$ cat src/rtl/serial_sub_pkg.sv
// Shared types and sizing helpers for the bit-serial subtraction controller.
package serial_sub_pkg;

   typedef enum logic [1:0] {
      IDLE = 2'd0,
      RUN  = 2'd1,
      DONE = 2'd2
   } state_e;

   // Bit counter width: max(1, clog2(w)), enough to reach w-1 without wrapping.
   function automatic int unsigned cnt_width(input int unsigned w);
      return (w <= 1) ? 1 : $clog2(w);
   endfunction

endpackage

$ cat src/rtl/serial_sub_bit.sv
// Combinational 1-bit full-subtractor cell: d = x - y - bin, bout = borrow.
module serial_sub_bit (
   input  logic x,
   input  logic y,
   input  logic bin,
   output logic d,
   output logic bout
);

   assign d    = x ^ y ^ bin;
   assign bout = (~x & y) | (~(x ^ y) & bin);

endmodule

$ cat src/rtl/serial_sub_ctrl.sv
// Bit-serial a - b - borrow_in controller, one bit per RUN cycle, LSB first.
// Optional signed-overflow output enabled by defining SERIAL_SUB_OVERFLOW_EN.
module serial_sub_ctrl
   import serial_sub_pkg::*;
#(
   parameter int unsigned WIDTH = 8
) (
   input  logic             clk,
   input  logic             rst_n,
   input  logic             start,
   input  logic [WIDTH-1:0] a,
   input  logic [WIDTH-1:0] b,
   input  logic             borrow_in,
   output logic             busy,
   output logic             done,
   output logic [WIDTH-1:0] diff,
`ifdef SERIAL_SUB_OVERFLOW_EN
   output logic             overflow,
`endif
   output logic             borrow_out
);

   localparam int unsigned CW = cnt_width(WIDTH);

   state_e           state_q;
   logic [WIDTH-1:0] a_sr_q;
   logic [WIDTH-1:0] b_sr_q;
   logic [WIDTH-1:0] res_sr_q;
   logic             br_q;
   logic [CW-1:0]    cnt_q;
`ifdef SERIAL_SUB_OVERFLOW_EN
   logic             a_msb_q;
   logic             b_msb_q;
`endif

   logic             bit_d;
   logic             br_d;
   logic [WIDTH-1:0] res_d;
   logic             last_c;

   serial_sub_bit u_bit (
      .x    (a_sr_q[0]),
      .y    (b_sr_q[0]),
      .bin  (br_q),
      .d    (bit_d),
      .bout (br_d)
   );

   // New result bit enters at the MSB; after WIDTH shifts res_d is the full difference.
   assign res_d  = WIDTH'({bit_d, res_sr_q} >> 1);
   assign last_c = (cnt_q == CW'(WIDTH - 1));

   always_ff @(posedge clk or negedge rst_n) begin
      if (!rst_n) begin
         state_q    <= IDLE;
         a_sr_q     <= '0;
         b_sr_q     <= '0;
         res_sr_q   <= '0;
         br_q       <= 1'b0;
         cnt_q      <= '0;
         busy       <= 1'b0;
         done       <= 1'b0;
         diff       <= '0;
         borrow_out <= 1'b0;
`ifdef SERIAL_SUB_OVERFLOW_EN
         a_msb_q    <= 1'b0;
         b_msb_q    <= 1'b0;
         overflow   <= 1'b0;
`endif
      end else begin
         case (state_q)
            IDLE: begin
               busy <= 1'b0;
               done <= 1'b0;
               if (start) begin
                  a_sr_q  <= a;
                  b_sr_q  <= b;
                  br_q    <= borrow_in;
                  cnt_q   <= '0;
                  busy    <= 1'b1;
                  state_q <= RUN;
`ifdef SERIAL_SUB_OVERFLOW_EN
                  a_msb_q <= a[WIDTH-1];
                  b_msb_q <= b[WIDTH-1];
`endif
               end
            end
            RUN: begin
               a_sr_q   <= a_sr_q >> 1;
               b_sr_q   <= b_sr_q >> 1;
               res_sr_q <= res_d;
               br_q     <= br_d;
               cnt_q    <= cnt_q + CW'(1);
               if (last_c) begin
                  busy       <= 1'b0;
                  done       <= 1'b1;
                  diff       <= res_d;
                  borrow_out <= br_d;
`ifdef SERIAL_SUB_OVERFLOW_EN
                  overflow   <= (a_msb_q != b_msb_q) && (res_d[WIDTH-1] != a_msb_q);
`endif
                  state_q    <= DONE;
               end
            end
            DONE: begin
               done    <= 1'b0;
               state_q <= IDLE;
            end
            default: begin
               busy    <= 1'b0;
               done    <= 1'b0;
               state_q <= IDLE;
            end
         endcase
      end
   end

endmodule

$ cat config.mk
export PLATFORM = sky130hd
export DESIGN_NAME = serial_sub_ctrl
export DESIGN_NICKNAME = d
export VERILOG_FILES = /design/src/rtl/serial_sub_pkg.sv /design/src/rtl/serial_sub_bit.sv /design/src/rtl/serial_sub_ctrl.sv
export SDC_FILE = /design/constraint.sdc
export NUM_CORES = 1
export LEC_CHECK = 0
export ABC_AREA = 1
export ABC_CLOCK_PERIOD_IN_PS = 1690
export CORE_ASPECT_RATIO = 1.2
export CORE_MARGIN = 4
export CORE_UTILIZATION = 53
export CTS_CLUSTER_SIZE = 28
export DETAILED_ROUTE_END_ITERATION = 7
export PLACE_DENSITY = 0.78
export SYNTH_ARGS = -nofsm -noshare
export SYNTH_HDL_FRONTEND = slang
export SYNTH_HIERARCHICAL = 1
export SYNTH_SLANG_ARGS = --single-unit
export TNS_END_PERCENT = 10
$ cat constraint.sdc
create_clock -name clk -period 1.69 [get_ports clk]
set_input_delay 0.169 -clock clk [delete_from_list [all_inputs] [get_ports clk]]
set_output_delay 0.169 -clock clk [all_outputs]
set_load 0.01 [all_outputs]
Word level (Yosys, flattened, before mapping)
Cells that the tools add are included.
{ "totals": {"in_bits": 20, "out_inout_bits": 11, "wordCells": 46, "reg_bits": 41} }
{ "op_classes": {"add_sub_neg": 1, "bitwise": 8, "n_reduce_logical": 6, "muxes": 16, "n_eq_ne": 5} }
{ "ops": {"columns": ["op", "n"], "rows": [
  ["$pmux 8 s2", 2],
  ["$mux 8", 2],
  ["$reduce_and 2->1", 4],
  ["$pmux 3 s2", 1],
  ["$mux 1", 5],
  ["$mux 2", 2],
  ["$ne 2x2->1 const B", 2],
  ["$pmux 2 s2", 1],
  ["$add 3x1->3 const B", 1],
  ["$eq 3x3->1 const B", 1],
  ["$mux 3", 1],
  ["$not 1->1", 3],
  ["$pmux 1 s3", 1],
  ["$and 1x1->1", 2],
  ["$eq 2x1->1 const B", 1],
  ["$eq 2x2->1 const B", 1],
  ["$logic_not 2->1", 1],
  ["$pmux 1 s2", 1],
  ["$reduce_bool 2->1", 1],
  ["$xor 1x1->1", 2],
  ["$or 1x1->1", 1]
]} }

Longest topological paths before layout
Gate-level depths: netlist of run 1.
{ "depth": {"word_depth": 5, "depth_mapped": 7, "ltp_nobuf": 7} }

Modules after synthesis
Netlist of run 1, hierarchy kept.
{ "modules_own_cells": {"columns": ["module", "area_each_um2", "seq_area_each_um2", "n_inst", "cells_per_inst"], "rows": [
  ["serial_sub_ctrl", 1963.1, 1001.0, 1, 229],
  ["serial_sub_bit", 31.3, 0.0, 1, 4]
]} }

Worst setup path after synthesis of run 1
No wires, ideal clock.
{ "synth_timing": {"kind": "register to register", "from": "register cnt_q[0]", "to": "register diff[4]", "t_arrival_ns": 1.166, "setup_time_ns": 0.076, "path_buffers": 1, "path_stages_with_launch": 7, "slack_ns": 0.448, "cell_sequence": "dfrtp_1 -> ha_1 -> ha_1 -> nand2_2 -> buf_6 -> nand2_1 -> o21ai_1"} }
{ "synth_via": {"elab_chain_cells": 2} }
{ "synth_lines": {"columns": ["element", "line", "source"], "rows": [
  ["start: declaration", "serial_sub_ctrl.sv:30", "logic [CW-1:0] cnt_q;"],
  ["start signal: assignment", "serial_sub_ctrl.sv:93", "cnt_q <= cnt_q + CW'(1);"],
  ["$eq 3x3->1", "serial_sub_ctrl.sv:51", "assign last_c = (cnt_q == CW'(WIDTH - 1));"],
  ["$reduce_and 2->1 (no source line)", null, null],
  ["end signal: assignment", "serial_sub_ctrl.sv:97", "diff <= res_d;"],
  ["end: declaration", "serial_sub_ctrl.sv:16", "output logic [WIDTH-1:0] diff,"]
]} }
Every way passes these cells.
A chain may end at the register's enable or synchronous reset.

Final worst setup path of run 1
{ "layout_timing": {"from": "register cnt_q[0]", "to": "register diff[0]"} }
The elaborated chain is that of the path after synthesis.

==> impl_metrics.py, run 1 <==
metrics = {
    "final_layout": {
        "drive_gt1_share_pct": 10.9,
        "num-nets-final": 288,
        "multi_input_comb_area_um2": 716,
        "layout_commonest_cell": "nand2_1",
        "fin_cells": 318,
        "area_growth_pct": 21.1,
        "seq_area_um2": 1000,
        "diodes": 0,
        "nFillCells": 302,
        "mostFrequentLayoutCells": "nand2_1 (59), inv_1 (43), nand3_1 (40), dfrtp_1 (40), clkdlybuf4s50_1 (29)",
    },
    "sta": {
        "min_period_over_period_pct": 85.6,
        "setup_viol": 0,
        "fmax_ghz": 0.692,
        "slew_headroom_pct": 77.2,
        "hold_viol": 0,
        "final_max_slew_viol_count": 0,
        "rsz0062_at_grt": "no",
        "clock_skew_ns": 0.00347,
        "period_needed_ns": 1.45,
        "fin_tns_setup_ns": 0,
        "tightest_slew_ns": 0.341,
    },
    "clock_network": {
        "cts.sinks": 40,
        "insertion_delay_ns": 0.29,
        "h-tree-depth": 2,
        "clockBufferDepth": 2,
        "cts_setup_buffers": 0,
        "cts-buffers-inserted": 5,
        "cts_root_buffer": "clkbuf_8",
        "cts_hold_buf": 1,
        "clkTransAtPathRegs_ns": 0.08,
        "post_cts_resized": 0,
        "tritoncts": "done",
    },
    "floorplan": {
        "placementRows": 24,
        "initial_core_util_pct": 54.9,
        "die_w_um": 64,
        "dieHeight_um": 75.2,
        "die-area_um2": 4810,
        "io_pins": 31,
        "coreArea_um2": 3630,
    },
    "global_route": {
        "grt_start_max_net_pins": 41,
        "grt_use_total_pct": 16.7,
        "grt_pass1_wl_mm": 6.27,
        "grt_pass1_vias": 1539,
        "antenna_found_initial": 0,
        "grt.overflow.total": 0,
    },
    "route": {
        "drt-total-wl_mm": 3.56,
        "wl_per_cell_um": 11.2,
        "firstDrtPassIters": 4,
        "detail-route-antenna-nets": 0,
        "route.detailed.drc": 0,
        "via_count": 1522,
        "viasPerCell": 4.79,
        "drt_iter0_drc": 106,
    },
    "worst_hold_path": {
        "hold_class": "in -> async",
    },
    "critical_path": {
        "cp_data_required_time_ns": 1.87,
        "cp-end-kind": "flip-flop",
        "start_kind": "flip-flop",
        "crit_type": "reg -> reg",
        "crit_arrival_ns": 1.63,
        "worstPathMaxFanout": 18,
    },
    "logic_synthesis": {
        "syn_inst": 233,
        "syn_area_per_cell_um2": 8.56,
        "yosysSeqAreaShare_pct": 50.2,
        "synthTopCellsByArea": "dfrtp_1 (50%), nand2_1 (11%), nand3_1 (10%)",
        "syn-cell-area_um2": 1990,
        "yosysTopAreaCellShare_pct": 50.2,
        "yosysWarnings": 6,
        "ys_types": 23,
        "synth_seq_cells": 40,
        "synthesis.nets": 256,
        "yosysTopAreaCell": "dfrtp_1",
    },
    "power_and_ir_drop": {
        "internal-power_mw": 2.66,
        "p_clk_share_pct": 17.6,
        "pwr-share-comb_pct": 43.3,
        "swShare_pct": 38.2,
        "p_leak_nw": 1.26,
        "power_switching_mw": 1.64,
        "cellPowerDensity_nw_per_um2": 1780,
        "p_seq_share_pct": 39.0,
        "ir_worst_vdd_uv": 880,
    },
    "place": {
        "gp_congestion": 0.757,
        "numPortBuffers": 30,
        "hpwl_mm": 2.51,
        "placed_cells": 309,
    },
    "outcome": {
        "status": "finished, final reports clean",
    },
    "job": {
        "drv_cap": 0,
    },
}
==> stage by stage <==
step                cell area [um^2]  power [mW]  hold slack [ns]  worst slack, ns  utilization (%)
floorplan                       1990        3.12           -0.127            0.448                -
global placement                2300        3.50            0.154            0.252             63.3
detailed placement              2300        3.58            0.156            0.240             63.3
CTS                             2420        4.35            0.380            0.221             66.5
global route                    2420        4.70            0.400            0.137             66.5
finish                          2420        4.31            0.386            0.244             66.5
==> worst paths after layout <==
check	cells after the start	from	to	slack (ns)
max	6	cnt_q[0]	diff[0]	0.24
min	3	rst_n	diff[4]	0.39
max reg2reg	6	cnt_q[0]	diff[0]	0.24
min reg2reg	2	res_sr_q[1]	diff[0]	0.48
max in group asynchronous	3	rst_n	a_sr_q[3]	1.11
min in group clk	3	a[7]	a_sr_q[7]	0.45
==> sequential cells by signal (all words and copies together) (netlist names) <==
signal,cells
br_q,1
diff,8
b_sr_q,8
cnt_q,3
a_sr_q,8
busy,1
state_q,2
res_sr_q,7
borrow_out,1
done,1
==> area by class of cell <==
type	count	area share (%)
Sequential cell	40	41.4
Clock buffer	6	3.00
Multi-Input combinational cell	137	29.6
Tap cell	52	2.69
Inverter	45	7.09
Clock inverter	2	1.45
Timing Repair Buffer	36	14.7
==> per-layer routing <==
layer | global-route usage [%] | up-vias | share of wire (%)
met5 | 0 | - | 0
met4 | 7.91 | 0 | 1.5
met3 | 3.58 | 6 | 3.5
met2 | 30.4 | 28 | 51
met1 | 18.6 | 706 | 44
li1 | - | 782 | -
==> worst max-delay path, stage by stage (launching register included) <==
cell,delay (ns)
dfrtp_1,0.41
ha_1,0.21
ha_1,0.21
nand2_2,0.26
inv_1,0.12
nand2_1,0.07
nand2_1,0.05
==> Yosys cell counts <==
cell	n
buf_6	4
buf_4	1
nor2_1	4
fa_1	1
o21ai_0	2
nand2_1	59
nand3_1	40
nor2_4	1
nand2_4	2
inv_1	43
buf_2	3
dfrtp_1	40
buf_12	1
a21oi_2	1
buf_8	1
o21ai_1	15
nand2_8	1
ha_1	2
nand3_2	8
inv_4	1
nand2_2	1
clkbuf_1	1
inv_2	1
==> kinds of logic after synthesis <==
| logic type | count (synthesis) | synth area share [%] |
|---|---|---|
| buffers and inverters | 56 | 13.9 |
| and+or+nand+nor | 116 | 28.9 |
| DFF | 40 | 50.2 |
| AOI/OAI and AO/OA | 18 | 4.71 |
| adders and majority gates | 3 | 2.26 |
==> power by group through the flow <==
| stage | Clock (mW) | Combinational (mW) | Sequential [mW] |
|---|---|---|---|
| detailed placement | 0 | 1.88 | 1.70 |
| finish | 0.760 | 1.86 | 1.68 |
| global placement | 0 | 1.82 | 1.68 |
| floorplan | 0 | 1.44 | 1.68 |
| global route | 0.819 | 2.14 | 1.75 |
| CTS | 0.771 | 1.89 | 1.69 |
Power figures use the tool's default switching activity.
==> run 2: changes to the inputs <==
- CORE_MARGIN: 4 -> default
==> run 2 against run 1 <==
  * The run now ends with design-rule violations left
  * Total power decreased by 0.18%
  * Maximum frequency decreased by 2.0%
  * Largest power group unchanged
  * Highest routed layer unchanged
  * Worst setup slack got worse by 0.030 ns
  * Flip-flop and latch count unchanged
  * Die area decreased by 17%
==> impl_metrics.py, run 2 (synthesized netlist as in run 1, its figures left out) <==
metrics = {
    "power_and_ir_drop": {
        "ir_worst_vdd_uv": 891,
        "cellPowerDensity_nw_per_um2": 1800,
        "power_switching_mw": 1.63,
        "p_clk_share_pct": 17.7,
        "swShare_pct": 38.0,
        "p_leak_nw": 1.26,
        "pwr-share-comb_pct": 43.2,
        "internal-power_mw": 2.66,
        "p_seq_share_pct": 39.1,
    },
    "sta": {
        "min_period_over_period_pct": 87.3,
        "fin_tns_setup_ns": 0,
        "period_needed_ns": 1.48,
        "tightest_slew_ns": 0.488,
        "clock_skew_ns": 0.00563,
        "slew_headroom_pct": 67.5,
        "fmax_ghz": 0.678,
        "rsz0062_at_grt": "no",
        "setup_viol": 0,
        "hold_viol": 0,
        "holdWs_ns": 0.437,
        "final_max_slew_viol_count": 0,
    },
    "critical_path": {
        "start_kind": "flip-flop",
        "crit_type": "reg -> reg",
        "cp_data_required_time_ns": 1.88,
        "cp-end-kind": "flip-flop",
        "crit_arrival_ns": 1.67,
        "worstPathMaxFanout": 18,
        "rr_worst_depth": 6,
    },
    "outcome": {
        "status": "finished, violations left",
        "violations": "design-rule violations",
    },
    "final_layout": {
        "reg_top3": "a_sr_q: 8 flops, b_sr_q: 8 flops, diff: 8 flops",
        "mostFrequentLayoutCells": "nand2_1 (59), inv_1 (43), nand3_1 (40), dfrtp_1 (40), clkdlybuf4s50_1 (29)",
        "seq_area_um2": 1000,
        "num-nets-final": 289,
        "nFillCells": 335,
        "drive_gt1_share_pct": 11.2,
        "layout_commonest_cell": "nand2_1",
        "postLayoutCoreUtil_pct": 66.5,
        "area_growth_pct": 20.1,
        "multi_input_comb_area_um2": 716,
        "diodes": 0,
    },
    "route": {
        "viasPerCell": 4.95,
        "via_count": 1516,
        "route.detailed.drc": 3,
        "drt-total-wl_mm": 3.43,
        "detail-route-antenna-nets": 0,
        "drt_iter0_drc": 74,
        "wl_per_cell_um": 11.2,
        "firstDrtPassIters": 6,
    },
    "job": {
        "drv_cap": 0,
    },
    "place": {
        "gp_congestion": 0.765,
        "hpwl_mm": 2.31,
        "numPortBuffers": 30,
    },
    "worst_hold_path": {
        "hold_class": "in -> reg",
        "min_delay_path_depth": 3,
    },
    "floorplan": {
        "dieHeight_um": 69.2,
        "io_pins": 31,
        "coreArea_um2": 3600,
        "die_w_um": 58,
        "initial_core_util_pct": 55.3,
        "placementRows": 24,
        "die-area_um2": 4010,
    },
    "clock_network": {
        "cts_root_buffer": "clkbuf_8",
        "tritoncts": "done",
        "cts_hold_buf": 1,
        "cts_setup_buffers": 0,
        "post_cts_resized": 0,
        "clkTransAtPathRegs_ns": 0.08,
        "cts.sinks": 40,
        "clockBufferDepth": 2,
        "h-tree-depth": 2,
        "insertion_delay_ns": 0.29,
        "cts-buffers-inserted": 5,
    },
    "global_route": {
        "grt_pass1_wl_mm": 6.20,
        "grt_start_max_net_pins": 41,
        "grt_use_total_pct": 20.2,
        "grt_pass1_vias": 1429,
        "antenna_found_initial": 0,
        "grt.overflow.total": 0,
    },
}
## run 2: cell type report
cell class                      instances  area share (%)
Timing Repair Buffer                   37            14.6
Sequential cell                        40            41.8
Clock buffer                            6            3.03
Inverter                               45            7.16
Tap cell                               39            2.04
Multi-Input combinational cell        137            29.9
Clock inverter                          2            1.46
## run 2: path summary, 6_finish.rpt
check                             from          end  slack (ns)
setup reg to reg              cnt_q[0]      diff[0]        0.21
hold / removal                    b[7]    b_sr_q[7]        0.44
hold reg to reg            res_sr_q[1]      diff[0]        0.47
min in group asynchronous        rst_n  res_sr_q[4]        0.47
setup / recovery              cnt_q[0]      diff[0]        0.21
max in group asynchronous        rst_n    a_sr_q[3]        0.88
## run 2: worst max-delay path, cell delays in order (launching register included)
cell and delay, ns:
dfrtp_1 0.42, ha_1 0.21, ha_1 0.23, nand2_2 0.27, inv_1 0.13, nand2_1 0.08, nand2_1 0.04
## run 2: per-layer routing
metal,vias up,wire [um],global-route usage (%)
li1,785,-,-
met1,695,1600,26.1
met2,30,1650,31.7
met3,6,107,4.66
met4,0,74,10.1
met5,-,0,0
## run 2: metrics by stage
step / area, um^2 / cells / worst slack, ns / total power [mW]
CTS: 2390 / 306 / 0.202 / 4.35
global placement: 2280 / 297 / 0.228 / 3.51
global route: 2390 / 306 / 0.104 / 4.71
finish: 2390 / 306 / 0.214 / 4.30
detailed placement: 2280 / 297 / 0.220 / 3.56
floorplan: 1990 / 233 / 0.448 / 3.12
## run 2: power by group through the flow
stage                     combinational [mW]  sequential (mW)  clock [mW]
after floorplan                         1.44             1.68           0
after global routing                    2.14             1.74       0.817
after global placement                  1.82             1.68           0
final                                   1.86             1.68       0.760
after detailed placement                1.86             1.70           0
after CTS                               1.88             1.69       0.782
